[src/rtl/fifo_pkg.sv]
// Shared sizing helpers, read-mode constants and threshold sanity check for the sync FIFO.
package fifo_pkg;

   localparam int FIFO_STD  = 0;
   localparam int FIFO_FWFT = 1;

   function automatic int fifo_clog2(input int n);
      return $clog2(n);
   endfunction

   // Level counts 0..depth inclusive, so it needs one bit more than the address.
   function automatic int lvl_width(input int depth);
      return fifo_clog2(depth) + 1;
   endfunction

   function automatic bit th_ok(input int th, input int depth);
      return (th > 0) && (th < depth);
   endfunction

endpackage

[src/rtl/fifo_ram.sv]
// Storage array: one synchronous write port, one asynchronous read port, no reset.
// Latency: write lands at the clock edge, read is combinational; no backpressure of its own.
module fifo_ram #(
   parameter int WIDTH   = 8,
   parameter int POINTER = 4
) (
   input  logic               clk,
   input  logic               we,
   input  logic [POINTER-1:0] waddr,
   input  logic [WIDTH-1:0]   wdata,
   input  logic [POINTER-1:0] raddr,
   output logic [WIDTH-1:0]   rdata
);

   localparam int DEPTH = 1 << POINTER;

   logic [WIDTH-1:0] mem [DEPTH];

   always_ff @(posedge clk) begin
      if (we) begin
         mem[waddr] <= wdata;
      end
   end

   assign rdata = mem[raddr];

endmodule

[src/rtl/sync_fifo_ctrl.sv]
// Single-clock FIFO with registered level/status, sticky error flags, flush and std/FWFT read.
// Latency: 1 cycle push-to-visible; pushes refused when full (unless popping), pops refused when empty.
module sync_fifo_ctrl
   import fifo_pkg::*;
#(
   parameter int WIDTH     = 8,
   parameter int POINTER   = 4,
   parameter int AFULL_TH  = (1 << POINTER) - 2,
   parameter int AEMPTY_TH = 2,
   parameter int FWFT      = FIFO_STD
) (
   input  logic               clk,
   input  logic               reset_n,
   input  logic               flush,
   input  logic               wr_en,
   input  logic [WIDTH-1:0]   data_in,
   input  logic               rd_en,
   output logic [WIDTH-1:0]   data_out,
   output logic               rd_valid,
   output logic               wr_full,
   output logic               rd_empty,
   output logic               almost_full,
   output logic               almost_empty,
   output logic [POINTER:0]   level,
   output logic               overflow,
   output logic               underflow
);

   localparam int DEPTH = 1 << POINTER;
   localparam int LW    = lvl_width(DEPTH);

   localparam logic [POINTER:0] LVL_ONE   = {{POINTER{1'b0}}, 1'b1};
   localparam logic [POINTER:0] AF_LVL    = AFULL_TH[POINTER:0];
   localparam logic [POINTER:0] AE_LVL    = AEMPTY_TH[POINTER:0];

   if (!th_ok(AFULL_TH, DEPTH) || !th_ok(AEMPTY_TH, DEPTH)) begin : g_bad_th
      $error("sync_fifo_ctrl: AFULL_TH/AEMPTY_TH must lie strictly between 0 and DEPTH");
   end
   if (LW != POINTER + 1) begin : g_bad_lw
      $error("sync_fifo_ctrl: level width inconsistent with POINTER");
   end
   if (FWFT != FIFO_STD && FWFT != FIFO_FWFT) begin : g_bad_mode
      $error("sync_fifo_ctrl: FWFT must be 0 or 1");
   end

   logic [POINTER:0]  wr_ptr, rd_ptr;
   logic [POINTER:0]  wr_ptr_nxt, rd_ptr_nxt, level_nxt;
   logic              push_ok, pop_ok;
   logic              ram_we;
   logic [WIDTH-1:0]  ram_rdata;
   logic [WIDTH-1:0]  dout_q;
   logic              rd_valid_q;

   always_comb begin
      pop_ok     = rd_en & ~rd_empty;
      push_ok    = wr_en & (~wr_full | pop_ok);
      wr_ptr_nxt = push_ok ? wr_ptr + LVL_ONE : wr_ptr;
      rd_ptr_nxt = pop_ok  ? rd_ptr + LVL_ONE : rd_ptr;
      level_nxt  = level;
      case ({push_ok, pop_ok})
         2'b10:   level_nxt = level + LVL_ONE;
         2'b01:   level_nxt = level - LVL_ONE;
         default: level_nxt = level;
      endcase
   end

   // Neither reset nor flush may commit a write into the array.
   assign ram_we = push_ok & reset_n & ~flush;

   fifo_ram #(
      .WIDTH   (WIDTH),
      .POINTER (POINTER)
   ) u_ram (
      .clk   (clk),
      .we    (ram_we),
      .waddr (wr_ptr[POINTER-1:0]),
      .wdata (data_in),
      .raddr (rd_ptr[POINTER-1:0]),
      .rdata (ram_rdata)
   );

   always_ff @(posedge clk) begin
      if (!reset_n) begin
         wr_ptr       <= '0;
         rd_ptr       <= '0;
         level        <= '0;
         dout_q       <= '0;
         rd_valid_q   <= 1'b0;
         overflow     <= 1'b0;
         underflow    <= 1'b0;
         wr_full      <= 1'b0;
         rd_empty     <= 1'b1;
         almost_full  <= 1'b0;
         almost_empty <= 1'b1;
      end else if (flush) begin
         wr_ptr       <= '0;
         rd_ptr       <= '0;
         level        <= '0;
         rd_valid_q   <= 1'b0;
         overflow     <= 1'b0;
         underflow    <= 1'b0;
         wr_full      <= 1'b0;
         rd_empty     <= 1'b1;
         almost_full  <= 1'b0;
         almost_empty <= 1'b1;
      end else begin
         wr_ptr       <= wr_ptr_nxt;
         rd_ptr       <= rd_ptr_nxt;
         level        <= level_nxt;
         rd_valid_q   <= pop_ok;
         // Pointer MSBs carry wrap parity: differing MSBs with equal address bits means full.
         wr_full      <= (wr_ptr_nxt[POINTER] != rd_ptr_nxt[POINTER]) &&
                         (wr_ptr_nxt[POINTER-1:0] == rd_ptr_nxt[POINTER-1:0]);
         rd_empty     <= (wr_ptr_nxt == rd_ptr_nxt);
         almost_full  <= (level_nxt >= AF_LVL);
         almost_empty <= (level_nxt <= AE_LVL);
         if (pop_ok) begin
            dout_q <= ram_rdata;
         end
         if (wr_en && !push_ok) begin
            overflow <= 1'b1;
         end
         if (rd_en && !pop_ok) begin
            underflow <= 1'b1;
         end
      end
   end

   // In FWFT the head word shows through directly; when empty the last popped word is held.
   always_comb begin
      if (FWFT == FIFO_FWFT) begin
         data_out = rd_empty ? dout_q : ram_rdata;
         rd_valid = ~rd_empty;
      end else begin
         data_out = dout_q;
         rd_valid = rd_valid_q;
      end
   end

endmodule

[config.mk]
export PLATFORM = sky130hd
export DESIGN_NAME = sync_fifo_ctrl
export DESIGN_NICKNAME = d
export VERILOG_FILES = /design/src/rtl/fifo_pkg.sv /design/src/rtl/fifo_ram.sv /design/src/rtl/sync_fifo_ctrl.sv
export SDC_FILE = /design/constraint.sdc
export NUM_CORES = 1
export LEC_CHECK = 0
export CORE_UTILIZATION = 45
export CTS_CLUSTER_DIAMETER = 30
export CTS_CLUSTER_SIZE = 24
export DETAILED_ROUTE_END_ITERATION = 7
export MAX_ROUTING_LAYER = met4
export PLACE_DENSITY_LB_ADDON = 0.12
export RECOVER_POWER = 50
export SLEW_MARGIN = 10
export SYNTH_ARGS = -nofsm -noshare
export SYNTH_HDL_FRONTEND = slang
export SYNTH_SLANG_ARGS = --single-unit
[constraint.sdc]
create_clock -name clk -period 3.1 [get_ports clk]
set_input_delay 0.31 -clock clk [delete_from_list [all_inputs] [get_ports clk]]
set_output_delay 0.31 -clock clk [all_outputs]
set_load 0.01 [all_outputs]
Yosys cells after proc, flatten, opt, wreduce, memory -nomap -nowiden
Memory sizes are Yosys's and may differ from the RTL's. A register that Yosys moved wholly into a read port is not among the register bits.
Index checks and enable logic that the tools add are counted.

operators by class
  magnitude comparators = 2
  eq/ne operators = 5
  add/sub/neg operators = 4
  bitwise logic cells = 9
  mux-type cells = 5
  reductions and logical operators = 8

operators with widths
  operator             number
  $add 5x1->5 const B  3
  $mux 5               2
  $pmux 5 s2           1
  $eq 5x5->1           1
  $ge 5x4->1 const B   1
  $le 5x2->1 const B   1
  $sub 5x1->5 const B  1
  $and 1x1->1          4
  $eq 4x4->1           1
  $not 1->1            4
  $logic_and 1x1->1    3
  $logic_not 1->1      3
  $eq 2x1->1 const B   1
  $eq 2x2->1 const B   1
  $mux 1               2
  $reduce_and 2->1     1
  $reduce_or 2->1      1
  $ne 1x1->1           1
  $or 1x1->1           1

word-level totals
  logic and storage cells = 44
  output and inout port bits = 20
  bits in writable memories = 128
  bits in registers = 22
  bits of input ports = 13
  memories kept = 1

memory list
  memory     depth  width  read ports  clocked after memory_dff  wr ports  RTL line        RTL
  u_ram.mem  16     8      1           1                         1         fifo_ram.sv:17  logic [WIDTH-1:0] mem [DEPTH];

Depth between registers and ports, before layout
Gate-level depths: netlist (run 1).

  depth in word-level cells = 8
  depth in mapped cells = 14
  gate-level depth less buffers = 12

Hierarchy
A second synthesis (run 1) with hierarchy kept.

second synthesis, totals
  cell total of the unflattened synthesis = 389
  area total of the unflattened synthesis = 6492.5 um^2

by module, submodules not included
  module          cells each  seq. area each (um^2)  instances  area each (um^2)
  fifo_ram        221         3843.7                 1          4987.3
  sync_fifo_ctrl  168         600.6                  1          1505.2

Worst setup path after synthesis (run 1)
Ideal clock, no wire load.

  path type = register -> register
  start point = reg rd_empty
  end point = reg almost_full
  period minus slack after synthesis = 2.621 ns
  slack = 0.479 ns
  setup time = 0.074 ns
  required time = 3.026 ns
  cell stages (with the launch flop) = 15
  path buffers = 2
  data arrival time = 2.547 ns
  cells stage by stage = dfxtp_1 > nand2b_1 > buf_4 > inv_4 > o21ai_2 > buf_4 > ha_1 > xor2_1 > ha_1 > a21oi_2 > xnor2_1 > nor2_1 > xnor2_1 > or4_1 > o21ai_0

on the way
  longest elaborated chain between the ends = 7
  elaborated cells between the ends (all ways) = 8
  those cells by class = order compare (1); eq/ne (2); mux (1); bitwise (4)

RTL lines
  element                                   RTL line               RTL
  start, declared                           sync_fifo_ctrl.sv:21   output logic rd_empty,
  start signal, assigned                    sync_fifo_ctrl.sv:114  rd_empty <= (wr_ptr_nxt == rd_ptr_nxt);
  $not 1->1 *                               sync_fifo_ctrl.sv:55   pop_ok = rd_en & ~rd_empty;
  $and 1x1->1 *                             sync_fifo_ctrl.sv:55
  via pop_ok                                sync_fifo_ctrl.sv:48   logic push_ok, pop_ok;
  $or 1x1->1                                sync_fifo_ctrl.sv:56   push_ok = wr_en & (~wr_full | pop_ok);
  $and 1x1->1                               sync_fifo_ctrl.sv:56
  $eq 2x1->1 or $eq 2x2->1 (tied branches)  sync_fifo_ctrl.sv:60   case ({push_ok, pop_ok})
  $pmux 5 s2 *                              sync_fifo_ctrl.sv:60
  $ge 5x4->1 *                              sync_fifo_ctrl.sv:115  almost_full <= (level_nxt >= AF_LVL);
  end signal, assigned                      sync_fifo_ctrl.sv:115
  end, declared                             sync_fifo_ctrl.sv:22   output logic almost_full,

Mark *: on every way through the listed nets, which the timed path passes. The rest lies on a longest branch.
A chain may end at the register's enable or synchronous reset.

Final worst setup path (run 1)
  start point = reg rd_empty
  end point = reg almost_empty

on the way
  longest elaborated chain between the ends = 7
  elaborated cells between the ends (all ways) = 8
  those cells by class = order compare (1); eq/ne (2); mux (1); bitwise (4)

RTL lines
  element                                   RTL line               RTL
  $not 1->1 *                               sync_fifo_ctrl.sv:55
  $and 1x1->1 *                             sync_fifo_ctrl.sv:55
  via pop_ok                                sync_fifo_ctrl.sv:48
  $or 1x1->1                                sync_fifo_ctrl.sv:56
  $and 1x1->1                               sync_fifo_ctrl.sv:56
  $eq 2x1->1 or $eq 2x2->1 (tied branches)  sync_fifo_ctrl.sv:60
  $pmux 5 s2 *                              sync_fifo_ctrl.sv:60
  $le 5x2->1 *                              sync_fifo_ctrl.sv:116  almost_empty <= (level_nxt <= AE_LVL);
  end signal, assigned                      sync_fifo_ctrl.sv:116
  end, declared                             sync_fifo_ctrl.sv:23   output logic almost_empty,

Marks and branches as above.

==> key figures, run 1 <==
Timing
  – Clock Skew: 0.00782 ns
  – Setup_tns: 0 ns
  – Min Clock Period, post-route: 2.59 ns
  – Final hold viol count: 0
  – Final slew viol count: 0
  – Fin crit share: 0.836
  – Worst-margin pin slew: 1.06 ns
  – Unrepaired setup endpoints after global routing: no
  – Max_slew headroom: 0.290
  – Fin worst setup slack: 0.508 ns
  – Setup violators final: 0
  – Achievable frequency: 0.386 GHz

Setup path
  – Worst Setup Start Kind: flip-flop
  – R2R depth: 12
  – Req. time, crit path: 3.43 ns
  – WP data arrival: 2.92 ns
  – CP Max Fanout: 9
  – RR Startpoint: rd_empty$_SDFF_PP1_
  – R2R setup slack: 0.51 ns
  – FF-to-FF End: almost_empty$_SDFF_PP1_
  – CP Capture Type: flip-flop
  – CP Class: reg2reg

Layout
  – Most frequent cells in the layout: 128 x edfxtp_1, 32 x mux4_2, 30 x nor2_1
  – Layout cells sized above 1: 0.199
  – Final #Nets: 441
  – Commonest non-fill, non-tap cell in the layout: edfxtp_1
  – Area Overhead vs Synth: 16.9%
  – Final instance area: 7480 um2
  – Util after Layout: 0.539
  – N_diodes: 0

Clock tree
  – Htree depth: 4
  – CTS sink cnt: 158
  – Worst skew pair latency: 0.42 ns
  – CTS max path bufs: 2
  – Clock-pin slew on the worst setup and hold paths: 0.06 ns
  – CTS tree: built
  – Cts bufs inserted: 17
  – Post-cts resize count: 0
  – Hold-fix buffers, CTS: 0
  – Post-CTS setup buffers: 0
  – Root buffer cell: clkbuf_16

Job
  – Max-Cap Viols: 0

Routing
  – Number of remaining DRC errors: 0
  – Via Count: 3,310
  – Wire per inst: 20.0 um
  – DR vias/cell: 5.40
  – First-pass DRT Iterations: 4
  – WL final: 12,300 um
  – Routed Antenna Nets: 0
  – Initial DRC count: 235

Floorplanning
  – DIE WIDTH: 121 um
  – Site row count: 43
  – Core Footprint: 13,900 um2
  – Io pins: 33
  – DIE HEIGHT: 121 um
  – Die area: 14,700 um2
  – Starting Density: 0.461

Yosys
  – Post-synthesis register bit count: 158
  – Sequential-to-total area share from yosys stat: 0.695
  – Post-Synthesis Cells: 373
  – Synthesized area: 6390 um2
  – Synthesized area per cell: 17.1 um2
  – Mux share of post-synthesis cell area: 0.117
  – EDFF count, synth: 128
  – Net Count, Synth: 394
  – Main combinational cell family by area after synthesis: multiplexers
  – Synth cell types: 45
  – Simple-Gate Fraction of Synth Area: 0.0593
  – Synth Flop Type: edfxtp_1
  – Synth Area in Compound Gates: 0.0522
  – Post-Synth Adder-Cell Area: 0.0157
  – YS warnings: 0
  – Post-Synth XOR/XNOR Area: 0.0297
  – FFs w/ async S/R, synth: 0

Hold path
  – Hold Startpoint: data_out[0]$_SDFFE_PN0P_
  – WHS Endpoint: data_out[0]$_SDFFE_PN0P_
  – Hold path depth: 2
  – Hold WC Path Type: reg2reg

Pwr
  – PD cells: 595 nW/um2
  – Worst IR Drop VDD: 0.000377 V
  – Leakage: 2.48 nW
  – Final Power: 0.00445 W

Placed design
  – Pre-CTS setup slack: 0.128 ns
  – DP HPWL: 7840 um
  – Routability congestion estimate: 0.739
  – PortBufs: 32
  – Area after DPL: 6910 um2

Global route
  – First-pass GRT wire length: 19,300 um
  – Vias in the first global route: 3,351
  – GR Util met3: 0.0470
  – GRT met1 Usage: 0.257
  – Gr usage total: 0.191
  – Gr ovfl total: 0
  – Gr busiest metal: met2
  – Initial antenna violation count: 0
  – Largest net degree at the start of global routing: 36
  – GR Layer Usage met2: 0.288

Status
  – Status: finished clean
-- flip-flops by register name (all words and copies together), names as in the netlist --
signal and count:
underflow 1, almost_full 1, rd_valid 1, u_ram.mem 128, wr_ptr 5, rd_empty 1, level 5, data_out 8
wr_full 1, rd_ptr 5, overflow 1, almost_empty 1
-- critical path, stage by stage (launching register included) --
cell      delay, ns
dfxtp_1        0.33
nand2b_1       0.17
inv_4          0.08
o21ai_2        0.15
ha_1           0.30
xor2_1         0.17
ha_1           0.22
nor2_1         0.08
o31a_1         0.25
o211ai_1       0.25
xor2_1         0.21
nor2_1         0.07
nor3_1         0.21
-- power by group --
part | switching (W) | internal (W)
logic | 0.0000817 | 0.0000597
registers | 0.00000978 | 0.00230
clock network | 0.000803 | 0.00119
-- final cells by class --
| class | instances | area (um2) |
|---|---|---|
| Clock buffer | 24 | 492 |
| Clock inverter | 8 | 80.1 |
| Fill cell | 1135 | 6400 |
| Inverter | 12 | 47.5 |
| Multi-Input combinational cell | 183 | 1750 |
| Sequential cell | 158 | 4450 |
| Tap cell | 180 | 225 |
| Timing Repair Buffer | 48 | 433 |
-- how the worst max path moves through the flow --
stage / startpoint / end
CTS: rd_empty$_SDFF_PP1_ / almost_full$_SDFF_PP0_
global placement: rd_en / almost_full$_SDFF_PP0_
finish: rd_empty$_SDFF_PP1_ / almost_empty$_SDFF_PP1_
detailed placement: rd_en / almost_full$_SDFF_PP0_
global route: rd_empty$_SDFF_PP1_ / almost_full$_SDFF_PP0_
floorplan: rd_empty$_SDFF_PP1_ / almost_full$_SDFF_PP0_
-- routing by layer --
| metal | vias up | share of wire | wire length, um |
|---|---|---|---|
| met1 | 1674 | 0.44 | 5390 |
| met3 | 8 | 0.058 | 709 |
| met5 | - | 0 | 0 |
| li1 | 1550 | - | - |
| met4 | 0 | 0.0083 | 102 |
| met2 | 78 | 0.49 | 6070 |
-- synth_stat cells, types with 6 or more instances --
library cell,number,area (um2)
a21oi_1,6,30.0
a221oi_1,6,52.6
a22o_1,8,70.1
and2_1,9,56.3
buf_6,6,67.6
dfxtp_1,30,601
edfxtp_1,128,3840
ha_1,8,100
inv_1,11,41.3
mux4_2,32,721
nand2_1,14,52.6
nor2_1,30,113
o22ai_1,8,50.1
xnor2_1,11,96.3
xor2_1,7,61.3
-- logic make-up (layout without fill, tap and decap cells) --
family                     Yosys count  count (layout)
buffers and inverters               32              92
DFF                                158             158
muxes                               35              35
AOI/OAI and AO/OA                   44              44
xor gates and xnor gates            20              20
adders and majority gates            8               8
and+or+nand+nor                     76              76
-- per-stage QoR --
stage                     instances  hold slack, ns
after CTS                       613           0.475
after global placement          581           0.454
after global routing            613           0.491
after detailed placement        581           0.465
after floorplan                 373           0.409
final                           613           0.466
Note: power is estimated with default switching activity, not from simulation.
==> inputs of run 2 (changes only) <==
==> constraint.sdc (replaced) <==
create_clock -name clk -period 2.2 [get_ports clk]
set_input_delay 0.22 -clock clk [delete_from_list [all_inputs] [get_ports clk]]
set_output_delay 0.22 -clock clk [all_outputs]
set_load 0.01 [all_outputs]
==> run 2 against run 1 <==
  * The flow now finishes with violations (setup timing)
  * Utilization increased by 3.4 points
  * Clock-buffer cell count decreased by 5
  * Critical path type unchanged
  * Combinational power increased by 74%
  * Fmax increased by 15%
  * Worst setup slack got worse by 0.55 ns
  * Sequential cell count stayed put
  * Critical path depth unchanged
  * Worst hold slack better by 0.0032 ns
  * Global-route usage up 0.57 points
  * Via count grew 4.7%
==> key figures, run 2 (synthesis results as in run 1) <==
Timing
  – Hold Worst Slack: 0.469 ns (+0.00323 ns)
  – Worst-margin pin slew: 0.674 ns (-0.390 ns)
  – Unrepaired setup endpoints after global routing: yes
  – Final hold viol count: 0 (unchanged)
  – Setup violators final: 2 (+2)
  – Clock Skew: 0.00811 ns (+0.000292 ns)
  – Fin worst setup slack: -0.0442 ns (-0.552 ns)
  – Achievable frequency: 0.446 GHz (+15%)
  – Max_slew headroom: 0.549 (+0.259)
  – Final slew viol count: 0 (unchanged)
  – Min Clock Period, post-route: 2.24 ns (-0.348 ns)
  – Fin crit share: 1.02 (+0.184)

Layout
  – Area Overhead vs Synth: 24.2%
  – Most frequent cells in the layout: 128 x edfxtp_1, 44 x buf_4, 32 x mux4_2
  – N_diodes: 0 (unchanged)
  – Layout cells sized above 1: 0.282 (+0.0838)
  – Commonest non-fill, non-tap cell in the layout: edfxtp_1
  – Final #Nets: 479 (+8.6%)
  – Util after Layout: 0.572 (+0.0335)
  – Max reg flops: 128 (unchanged)
  – Biggest register: u_ram.mem

Global route
  – Gr ovfl total: 0 (unchanged)
  – First-pass GRT wire length: 20,000 um (+4.0%)
  – Vias in the first global route: 3,477 (+3.8%)
  – Initial antenna violation count: 0 (unchanged)
  – Gr usage total: 0.197 (+0.00573)
  – Largest net degree at the start of global routing: 36 (unchanged)

Pwr
  – PD cells: 788 nW/um2 (+32%)
  – Final Power: 0.00626 W (+41%)
  – Leakage: 2.69 nW (+8.4%)
  – Worst IR Drop VDD: 0.000529 V (+40%)

Setup path
  – Worst Setup Start Kind: flip-flop
  – WP data arrival: 2.60 ns (-0.32 ns)
  – CP Max Fanout: 6 (-3)
  – CP Class: reg2reg
  – Req. time, crit path: 2.55 ns (-0.88 ns)
  – CP Capture Type: flip-flop

Hold path
  – Hold WC Path Type: reg2reg

Placed design
  – DP HPWL: 8200 um (+4.7%)
  – Routability congestion estimate: 0.843 (+14%)
  – Pre-CTS setup slack: -0.472 ns (-0.600 ns)
  – PortBufs: 32 (unchanged)

Floorplanning
  – Site row count: 43 (unchanged)
  – Starting Density: 0.461 (unchanged)
  – Io pins: 33 (unchanged)
  – DIE WIDTH: 121 um (unchanged)
  – Core Footprint: 13,900 um2 (unchanged)
  – DIE HEIGHT: 121 um (unchanged)
  – Die area: 14,700 um2 (unchanged)

Status
  – Status: complete, but fails checks
  – Failing checks: setup timing

Routing
  – Number of remaining DRC errors: 0 (unchanged)
  – Via Count: 3,467 (+4.7%)
  – Routed Antenna Nets: 0 (unchanged)
  – Initial DRC count: 223 (-5.1%)
  – WL final: 12,500 um (+2.2%)
  – DR vias/cell: 5.33 (-1.4%)
  – Wire per inst: 19.3 um (-3.8%)
  – First-pass DRT Iterations: 4 (unchanged)

Clock tree
  – Cts bufs inserted: 17 (unchanged)
  – CTS sink cnt: 158 (unchanged)
  – CTS max path bufs: 2 (unchanged)
  – Clock-pin slew on the worst setup and hold paths: 0.06 ns (about the same)
  – Root buffer cell: clkbuf_16
  – CTS tree: built
  – Htree depth: 4 (unchanged)
  – Worst skew pair latency: 0.42 ns (about the same)
  – Hold-fix buffers, CTS: 0 (unchanged)

Job
  – Max-Cap Viols: 0 (unchanged)
run 2: cell count changes in the layout (fill, tap and decap cells not counted), moves of 4 or more:
cell,previous run,this run
buf_4,14,44
buf_12,0,10
clkdlybuf4s50_1,7,12
clkinv_1,0,5
dlygate4sd3_1,25,20
clkbuf_8,4,0
run 2: what timing repair did:
item | in CTS | in global routing
pin swaps | 9 | 3
buffers inserted | 5 | 1
cloned | 0 | 0
gates resized for setup | 7 | 3
setup endpoints to repair | 66 | 67
run 2: worst paths after layout:
kind | start | to | slack [ns] | cells after the start
max | rd_empty$_SDFF_PP1_ | almost_full$_SDFF_PP0_ | -0.04 | 12
max reg2reg | rd_empty$_SDFF_PP1_ | almost_full$_SDFF_PP0_ | -0.04 | 12
min reg2reg | data_out[0]$_SDFFE_PN0P_ | data_out[0]$_SDFFE_PN0P_ | 0.47 | 2
min | data_out[0]$_SDFFE_PN0P_ | data_out[0]$_SDFFE_PN0P_ | 0.47 | 2
run 2: cell type report:
| class | instances | area (um2) |
|---|---|---|
| multi-input combinational | 183 | 1820 |
| clock inverter | 13 | 121 |
| sequential | 158 | 4450 |
| tap | 180 | 225 |
| clock buffer | 19 | 433 |
| timing repair buffer | 86 | 851 |
| inverter | 12 | 50.0 |
| fill | 1079 | 5940 |
run 2: per-stage QoR:
| stage | TNS, ns | instance area (um2) | std cells |
|---|---|---|---|
| after global routing | -0.339 | 7940 | 651 |
| after detailed placement | -26.16 | 7300 | 613 |
| after global placement | -24.01 | 7300 | 613 |
| final | -0.0577 | 7940 | 651 |
| after CTS | -0.0851 | 7920 | 650 |
| after floorplan | -0.413 | 6430 | 373 |
run 2: worst max-delay path: stages (launching register included):
cell and delay [ns]:
dfxtp_2 0.33, nand2b_4 0.14, inv_6 0.04, buf_4 0.13, ha_4 0.16, buf_4 0.12
buf_4 0.14, nor4b_2 0.15, a21oi_1 0.16, a21oi_2 0.07, xnor2_1 0.14, or4_1 0.52
o21ai_2 0.06
run 2: layer usage:
metal	global-route usage	up-vias	part of all wire
met5	-	-	0
met4	0.0602	0	0.011
met3	0.0526	13	0.032
met2	0.286	61	0.47
met1	0.272	1761	0.49
li1	-	1632	-
run 2: power breakdown:
| group | switching, W | total [W] | internal, W |
|---|---|---|---|
| combinational | 0.000130 | 0.000245 | 0.000116 |
| sequential | 0.0000106 | 0.00325 | 0.00324 |
| clock | 0.00111 | 0.00276 | 0.00165 |
| total | 0.00125 | 0.00626 | 0.00501 |
